$ cat src/rtl/clk_div_pkg.sv
// Shared definitions for the programmable clock divider.
//   state_t          : controller states STOP / RUN / PEND
//   CLK_DIV_W        : default width of the half-period terminal count
//   CLK_DEFAULT_DIV  : default terminal count loaded at reset (divide-by-8)
package clk_div_pkg;

  typedef enum logic [1:0] {
    STOP = 2'd0,
    RUN  = 2'd1,
    PEND = 2'd2
  } state_t;

  localparam int unsigned CLK_DIV_W       = 8;
  localparam int unsigned CLK_DEFAULT_DIV = 3;

endpackage

$ cat src/rtl/div_counter.sv
// Half-period counter for the clock divider.
//   clk, rst : clock, asynchronous active-high reset
//   clr      : hold count at zero (has priority over en)
//   en       : advance count this cycle
//   limit    : terminal count; count runs 0..limit then wraps
//   term     : count currently equals limit
module div_counter
  import clk_div_pkg::*;
#(
  parameter int unsigned DIV_W = CLK_DIV_W
) (
  input  logic             clk,
  input  logic             rst,
  input  logic             clr,
  input  logic             en,
  input  logic [DIV_W-1:0] limit,
  output logic             term
);

  logic [DIV_W-1:0] count;

  assign term = (count == limit);

  always_ff @(posedge clk or posedge rst) begin
    if (rst) begin
      count <= '0;
    end else if (clr) begin
      count <= '0;
    end else if (en) begin
      count <= term ? '0 : count + 1'b1;
    end
  end

endmodule

$ cat src/rtl/clk_div_ctrl.sv
// Programmable clock divider with a valid/ready configuration port.
// clk_out half-period is active_div+1 clk cycles. A new divide value taken
// while running is held in pend_div and only applied at the next falling
// boundary of clk_out, so no phase in progress is ever shortened or stretched.
//   clk, rst   : clock, asynchronous active-high reset
//   enable     : level request to run the divided clock
//   cfg_valid  : cfg_div offered
//   cfg_div    : new terminal count
//   cfg_ready  : configuration can be accepted (low while a value is pending)
//   clk_out    : registered divided clock
//   tick       : one-cycle pulse in the first cycle clk_out reads 1
//   active_div : terminal count currently in use
//   running    : state is RUN or PEND
module clk_div_ctrl
  import clk_div_pkg::*;
#(
  parameter int unsigned DIV_W       = CLK_DIV_W,
  parameter int unsigned DEFAULT_DIV = CLK_DEFAULT_DIV
) (
  input  logic             clk,
  input  logic             rst,
  input  logic             enable,
  input  logic             cfg_valid,
  input  logic [DIV_W-1:0] cfg_div,
  output logic             cfg_ready,
  output logic             clk_out,
  output logic             tick,
  output logic [DIV_W-1:0] active_div,
  output logic             running
);

  state_t           state, state_n;
  logic             clk_out_n;
  logic             tick_n;
  logic [DIV_W-1:0] active_n;
  logic [DIV_W-1:0] pend_div, pend_n;
  logic             term;
  logic             xfer;

  div_counter #(
    .DIV_W(DIV_W)
  ) u_counter (
    .clk  (clk),
    .rst  (rst),
    .clr  (state == STOP),
    .en   (state != STOP),
    .limit(active_div),
    .term (term)
  );

  assign cfg_ready = (state != PEND);
  assign running   = (state != STOP);
  assign xfer      = cfg_valid && cfg_ready;

  always_comb begin
    state_n   = state;
    clk_out_n = clk_out;
    active_n  = active_div;
    pend_n    = pend_div;
    unique case (state)
      STOP: begin
        clk_out_n = 1'b0;
        // A transfer is loaded first; enable is honoured on the next cycle.
        if (xfer) begin
          active_n = cfg_div;
        end else if (enable) begin
          state_n = RUN;
        end
      end
      RUN: begin
        if (term) begin
          clk_out_n = !clk_out;
        end
        if (term && clk_out && !enable) begin
          // Stopping on this falling boundary: a value accepted on the same
          // cycle is applied directly, as a pending value would have been.
          state_n = STOP;
          if (xfer) begin
            active_n = cfg_div;
          end
        end else if (xfer) begin
          pend_n  = cfg_div;
          state_n = PEND;
        end
      end
      PEND: begin
        if (term) begin
          clk_out_n = !clk_out;
        end
        if (term && clk_out) begin
          active_n = pend_div;
          state_n  = enable ? RUN : STOP;
        end
      end
      default: begin
        state_n   = STOP;
        clk_out_n = 1'b0;
      end
    endcase
    tick_n = clk_out_n && !clk_out;
  end

  always_ff @(posedge clk or posedge rst) begin
    if (rst) begin
      state      <= STOP;
      clk_out    <= 1'b0;
      tick       <= 1'b0;
      active_div <= DIV_W'(DEFAULT_DIV);
      pend_div   <= '0;
    end else begin
      state      <= state_n;
      clk_out    <= clk_out_n;
      tick       <= tick_n;
      active_div <= active_n;
      pend_div   <= pend_n;
    end
  end

endmodule

$ cat config.mk
export PLATFORM = sky130hd
export DESIGN_NAME = clk_div_ctrl
export DESIGN_NICKNAME = d
export VERILOG_FILES = /design/src/rtl/clk_div_pkg.sv /design/src/rtl/div_counter.sv /design/src/rtl/clk_div_ctrl.sv
export SDC_FILE = /design/constraint.sdc
export NUM_CORES = 1
export LEC_CHECK = 0
export CAP_MARGIN = 20
export CORE_MARGIN = 2
export CORE_UTILIZATION = 57
export DETAILED_ROUTE_END_ITERATION = 10
export GPL_TIMING_DRIVEN = 0
export PLACE_DENSITY_LB_ADDON = 0.25
export SLEW_MARGIN = 15
export SYNTH_ARGS = -nofsm -noshare
export SYNTH_HDL_FRONTEND = slang
export SYNTH_HIERARCHICAL = 1
export SYNTH_SLANG_ARGS = --single-unit
$ cat constraint.sdc
create_clock -name clk -period 5.9 [get_ports clk]
set_input_delay 1.18 -clock clk [delete_from_list [all_inputs] [get_ports clk]]
set_output_delay 1.18 -clock clk [all_outputs]
set_load 0.01 [all_outputs]
==> results_dict.tcl, run 1 <==
set metrics [dict create \
    die_w_um 56.8 \
    cts_tree "yes" \
    clockRootBuffer "clkbuf_4" \
    area_growth_pct 18.6 \
    layout_common_cells "dfrtp_1 (26), clkdlybuf4s50_1 (23), nand2_1 (11)" \
    worstMarginPinSlew_ns 0.755 \
    drc_errors 0 \
    fmax_mhz 326 \
    status "complete, no violations" \
    post-route-min-period_ns 3.07 \
    worst_setup_path_end_kind "output port" \
    dieArea_mm2 0.00322 \
    finalNetCount 183 \
    arrival_ns 1.89 \
    post-cts-setup-buffers 0 \
    drive_gt1_frac 0.160 \
    max_stage_delay_ns 0.53 \
    placeableCoreArea_mm2 0.00271 \
    layout_commonest_cell "dfrtp_1" \
    rows 19 \
    syn_inst 136 \
    slowest_stage "clkdlybuf4s50_1" \
    vias_per_cell 5.54 \
    ios 24 \
    yosysWarnings 6 \
    ctsResizeCount 0 \
    clk_latency_ns 0.32 \
    path_class "reg2out" \
    first_iter_violations 35 \
    rsz0062_at_grt "no" \
    detail_route.wl_per_cell_um 14.8 \
    initial_core_util 0.585 \
    finalSetupViolations 0 \
    fp.dieH_um 56.8 \
    cts_buffers 3 \
    cellPowerDensity_mw_per_mm2 442 \
    gr-total-overflow 0 \
    final_hold_viol_count 0 \
    final_util 0.694 \
    max-slew-margin-rel 0.496 \
    maxSlewViolCount 0 \
    critPathLaunchType "register" \
    io_buffers 23 \
    synth_fp_nets 155 \
    first_pass_iters 4 \
    fillers 217 \
    seq_area_frac_synth 0.443 \
    fin_setup_tns_ns 0 \
    num_antenna_cells 0 \
    cellLeakagePower_uw 0.000827 \
    synth.avg_cell_area_um2 11.7 \
    via_count 1075 \
    gp_congestion 0.778 \
    dp_hpwl_um 2230 \
    clock-sinks 28 \
    syn_area_mm2 0.00159 \
    pre_cts_ws_ns 3.19 \
    path_cells "inv_1 -> ha_1 -> buf_6 -> inv_4 -> clkdlybuf4s50_1" \
    grt_pass1_wl_um 4870 \
    finalWirelength_um 2880 \
    finalCritPeriodShare 0.520 \
    grt_max_degree 21 \
    fin_worst_skew_ns 0.00830 \
    grt_pass1_vias 1094 \
    fin_ws_ns 2.83 \
    vdd_ir_drop_max_mv 0.339 \
    track_usage 0.194 \
    cap_violations 0 \
    cp.required_ns 4.72 \
    ctsHoldBuffers 0 \
    clk_pin_slew_worst_paths_ns 0.14 \
    cts.path.max_buffers 2 \
    antenna_found_initial 0 \
    synth_cell_types 38 \
    ant_nets 0 \
    htreeDepth 1 \
    ys_ff_latch 28 \
    hold_path_class "reg2reg" \
    crit_fanout 10 \
]
[cells in the mapped netlist, drive strengths merged]
cell | instances | area share
nor3 | 7 | 0.035
a21o | 1 | 0.0047
o21ai | 9 | 0.028
nand2b | 3 | 0.013
a21oi | 2 | 0.0063
mux2i | 9 | 0.057
mux2 | 8 | 0.076
or2b | 1 | 0.0047
nand4 | 4 | 0.025
clkbuf | 1 | 0.0087
a311oi | 1 | 0.0095
nand3b | 1 | 0.0047
o211ai | 1 | 0.0079
dfstp | 2 | 0.033
nor2 | 2 | 0.0047
nor2b | 1 | 0.0039
a2bb2oi | 1 | 0.0055
o2111a | 1 | 0.0071
or3 | 1 | 0.0039
dfrtp | 26 | 0.41
xnor2 | 9 | 0.050
nand2 | 11 | 0.026
buf | 3 | 0.021
o2111ai | 3 | 0.017
or2 | 1 | 0.0039
ha | 7 | 0.055
and2 | 1 | 0.0039
and3 | 2 | 0.0079
xor2 | 5 | 0.028
o32ai | 2 | 0.011
inv | 9 | 0.023
o22ai | 1 | 0.0039
[metal layers]
metal,global-route usage,vias up,part of all wire
met3,0.0300,6,0.037
met5,0,-,0
li1,-,537,-
met4,0.0797,0,0.015
met2,0.321,30,0.49
met1,0.254,502,0.45
[kinds of logic (layout without fill, tap and decap cells)]
group | count (synthesis) | after routing | synth area share
and+or+nand+nor | 35 | 35 | 0.138
buffers and inverters | 13 | 40 | 0.0528
DFF | 28 | 28 | 0.443
muxes | 17 | 17 | 0.132
xor gates and xnor gates | 14 | 14 | 0.0773
adders and majority gates | 7 | 7 | 0.0552
AOI/OAI and AO/OA | 22 | 22 | 0.101
[metrics by stage]
stage | area (um^2) | hold slack, ns | total power, uW | instances
global route | 1880 | 0.517 | 892 | 194
floorplan | 1590 | 0.481 | 616 | 136
finish | 1880 | 0.473 | 832 | 194
global placement | 1860 | 0.446 | 739 | 190
detailed placement | 1860 | 0.459 | 759 | 190
CTS | 1880 | 0.478 | 840 | 194
[critical path, delay by kind of cell, from the launching register on]
kind                       cells  cell delay (ns)
buffers and inverters          4             0.86
adders and majority gates      1             0.25
DFF                            1             0.44
[final cells by class]
type / instances / area, um^2 / share of cell area
well taps: 31 / 38.8 / 0.0206
inverters: 9 / 36.3 / 0.0193
repair buffers: 23 / 230 / 0.122
clock buffers: 4 / 26.3 / 0.0140
multi-input cells: 95 / 800 / 0.425
plain buffers: 4 / 47.5 / 0.0253
flip-flops and latches: 28 / 703 / 0.374
[worst paths after layout]
path,startpoint,end,slack (ns),cells past startpoint
hold / removal,clk_out,tick,0.47,1
setup reg to reg,active_div[1],state[0],3.77,7
min in group asynchronous,rst,u_counter/count[7],1.11,2
setup / recovery,state[0],cfg_ready,2.83,5
hold reg to reg,clk_out,tick,0.47,1
max in group asynchronous,rst,tick,4.12,2
[registers in the layout, summed over array words and instances, names as in the netlist]
| name | cells |
|---|---|
| clk_out | 1 |
| u_counter/count | 8 |
| active_div | 8 |
| tick | 1 |
| pend_div | 8 |
| state | 2 |
[where the power goes]
| group | leakage [uW] | switching (uW) | internal (uW) |
|---|---|---|---|
| Clock | 0.0000150 | 55.3 | 26.5 |
| Sequential | 0.000353 | 64.3 | 266 |
| Combinational | 0.000458 | 192 | 227 |
| Total | 0.000827 | 312 | 520 |
Note: power is estimated with default switching activity, not from simulation.
==> run 2, diff against run 1 <==
CORE_UTILIZATION = 48   (was 57)
clock period = 2.76 ns   (was 5.9 ns; I/O delays follow)
==> run 2 against run 1 <==
  * Sequential share of layout area fell by 0.83 points
  * Count of clock-buffer cells in the layout fell by 1
  * Final cell count rose by 6.7%
  * Critical path depth did not move
  * Total power rose by 130%
  * Clock skew barely moved
  * Global-route usage fell by 0.62 points
  * Register-to-register slack got worse by 3.2 ns
  * Critical path type unchanged
==> results_dict.tcl, run 2 (same netlist as run 1, synthesis figures left out) <==
set metrics [dict create \
    status "complete, no violations" \
    first_pass_iters 4 \
    placeableCoreArea_mm2 0.00310 \
    path_class "reg2out" \
    placed_cell_area_mm2 0.00187 \
    vias_per_cell 5.32 \
    arrival_ns 1.93 \
    area_growth_pct 21.3 \
    register_area_um2 703 \
    finalWirelength_um 3040 \
    path_cells "inv_1 -> ha_1 -> buf_6 -> inv_4 -> clkdlybuf4s50_1" \
    fmax_mhz 404 \
    cts.path.max_buffers 2 \
    layout_common_cells "dfrtp_1 (26), clkdlybuf4s50_1 (23), nand2_1 (11)" \
    cts_tree "yes" \
    layout_commonest_cell "dfrtp_1" \
    ios 24 \
    clk_latency_ns 0.34 \
    drc_errors 0 \
    vdd_ir_drop_max_mv 0.444 \
    pwr-share-clk 0.143 \
    fin_worst_skew_ns 0.00859 \
    die_w_um 61.5 \
    track_usage 0.188 \
    cpLargestDelayFamily "buffers and inverters" \
    rsz0062_at_grt "no" \
    antenna_found_initial 0 \
    detail_route.wl_per_cell_um 14.7 \
    reg_top3 "active_div x8, pend_div x8, u_counter/count x8" \
    fin_setup_tns_ns 0 \
    clockRootBuffer "clkbuf_4" \
    io_buffers 23 \
    dp_hpwl_um 2290 \
    gr-total-overflow 0 \
    crit_buf_inv 4 \
    grt_pass1_wl_um 5120 \
    p_int_uw 1200 \
    cts_buffers 3 \
    worst_setup_path_end_kind "output port" \
    final_hold_viol_count 0 \
    seqPwrFrac 0.377 \
    r2r_slack_ns 0.58 \
    gp_congestion 0.838 \
    cap_violations 0 \
    post-route-min-period_ns 2.48 \
    finalCritPeriodShare 0.898 \
    max-slew-margin-rel 0.484 \
    hold_path_class "in2async" \
    dieArea_mm2 0.00378 \
    num_antenna_cells 0 \
    crit_fanout 10 \
    finalNetCount 183 \
    comb_power_share 0.480 \
    finalSetupViolations 0 \
    worstMarginPinSlew_ns 0.774 \
    r2r-end "pend_div[0]" \
    cellLeakagePower_uw 0.000840 \
    switching_share 0.362 \
    cellPowerDensity_mw_per_mm2 977 \
    final_util 0.620 \
    r2r_start "active_div[1]" \
    fp.dieH_um 61.5 \
    post-cts-setup-buffers 0 \
    postLayoutCellArea_mm2 0.00192 \
    fillers 279 \
    maxSlewViolCount 0 \
    grt_max_degree 21 \
    via_count 1101 \
    clock-sinks 28 \
    ant_nets 0 \
    ctsHoldBuffers 0 \
    p_switching_uw 680 \
    max_stage_delay_ns 0.53 \
    grt_pass1_vias 1116 \
    slowest_stage "clkdlybuf4s50_1" \
    first_iter_violations 42 \
    cp.required_ns 2.21 \
    multi_input_area_um2 800 \
    rows 20 \
    critPathLaunchType "register" \
    ctsResizeCount 0 \
    rr_worst_depth 7 \
    initial_core_util 0.511 \
    drive_gt1_frac 0.166 \
    clk_pin_slew_worst_paths_ns 0.15 \
    htreeDepth 1 \
]
run 2: cell count changes in the layout (fill, tap and decap cells not counted), sizes merged:
cell / previous run / this run
bufinv: 0 / 1
clkbuf: 5 / 4
run 2: layer usage:
metal	wire length (um)	vias to the layer above	share of wire	track usage
met5	0	-	0	0
li1	-	534	-	-
met1	1380	541	0.45	0.241
met3	123	4	0.040	0.0525
met4	23	0	0.0076	0.0486
met2	1520	22	0.50	0.313
run 2: worst max path at each step:
stage                              from          end  slack, ns  depth (start not counted)
after global placement    active_div[1]  pend_div[2]       0.64                          7
after detailed placement  active_div[1]  pend_div[1]       0.57                          7
after CTS                      state[0]    cfg_ready       0.27                          5
after floorplan           active_div[1]  pend_div[0]       0.78                          7
after global routing           state[0]    cfg_ready       0.17                          5
final                          state[0]    cfg_ready       0.28                          5
run 2: layout make-up:
type,count,share of cell area
clock inverters,1,0.0156
repair buffers,23,0.120
inverters,9,0.0189
flip-flops and latches,28,0.365
multi-input cells,95,0.415
well taps,44,0.0286
clock buffers,3,0.0117
plain buffers,4,0.0247
run 2: per-stage QoR:
stage / setup slack, ns / cells / total power, uW / hold slack (ns)
after floorplan: 0.782 / 136 / 1320 / 0.368
after global placement: 0.639 / 203 / 1580 / 0.445
after detailed placement: 0.573 / 203 / 1620 / 0.450
after CTS: 0.272 / 207 / 1890 / 0.480
after global routing: 0.174 / 207 / 2020 / 0.476
final: 0.282 / 207 / 1880 / 0.463
run 2: power groups by stage:
| stage | clock network (uW) | logic [uW] | registers (uW) |
|---|---|---|---|
| floorplan | 0 | 604 | 712 |
| global placement | 0 | 878 | 707 |
| detailed placement | 0 | 907 | 716 |
| CTS | 275 | 910 | 709 |
| global route | 297 | 993 | 729 |
| finish | 269 | 903 | 708 |
==> run 3, diff against run 2 <==
SLEW_MARGIN = not set   (was 15)
==> results of run 3 <==
The final DEF is identical to that of run 2; final timing and power are the same.
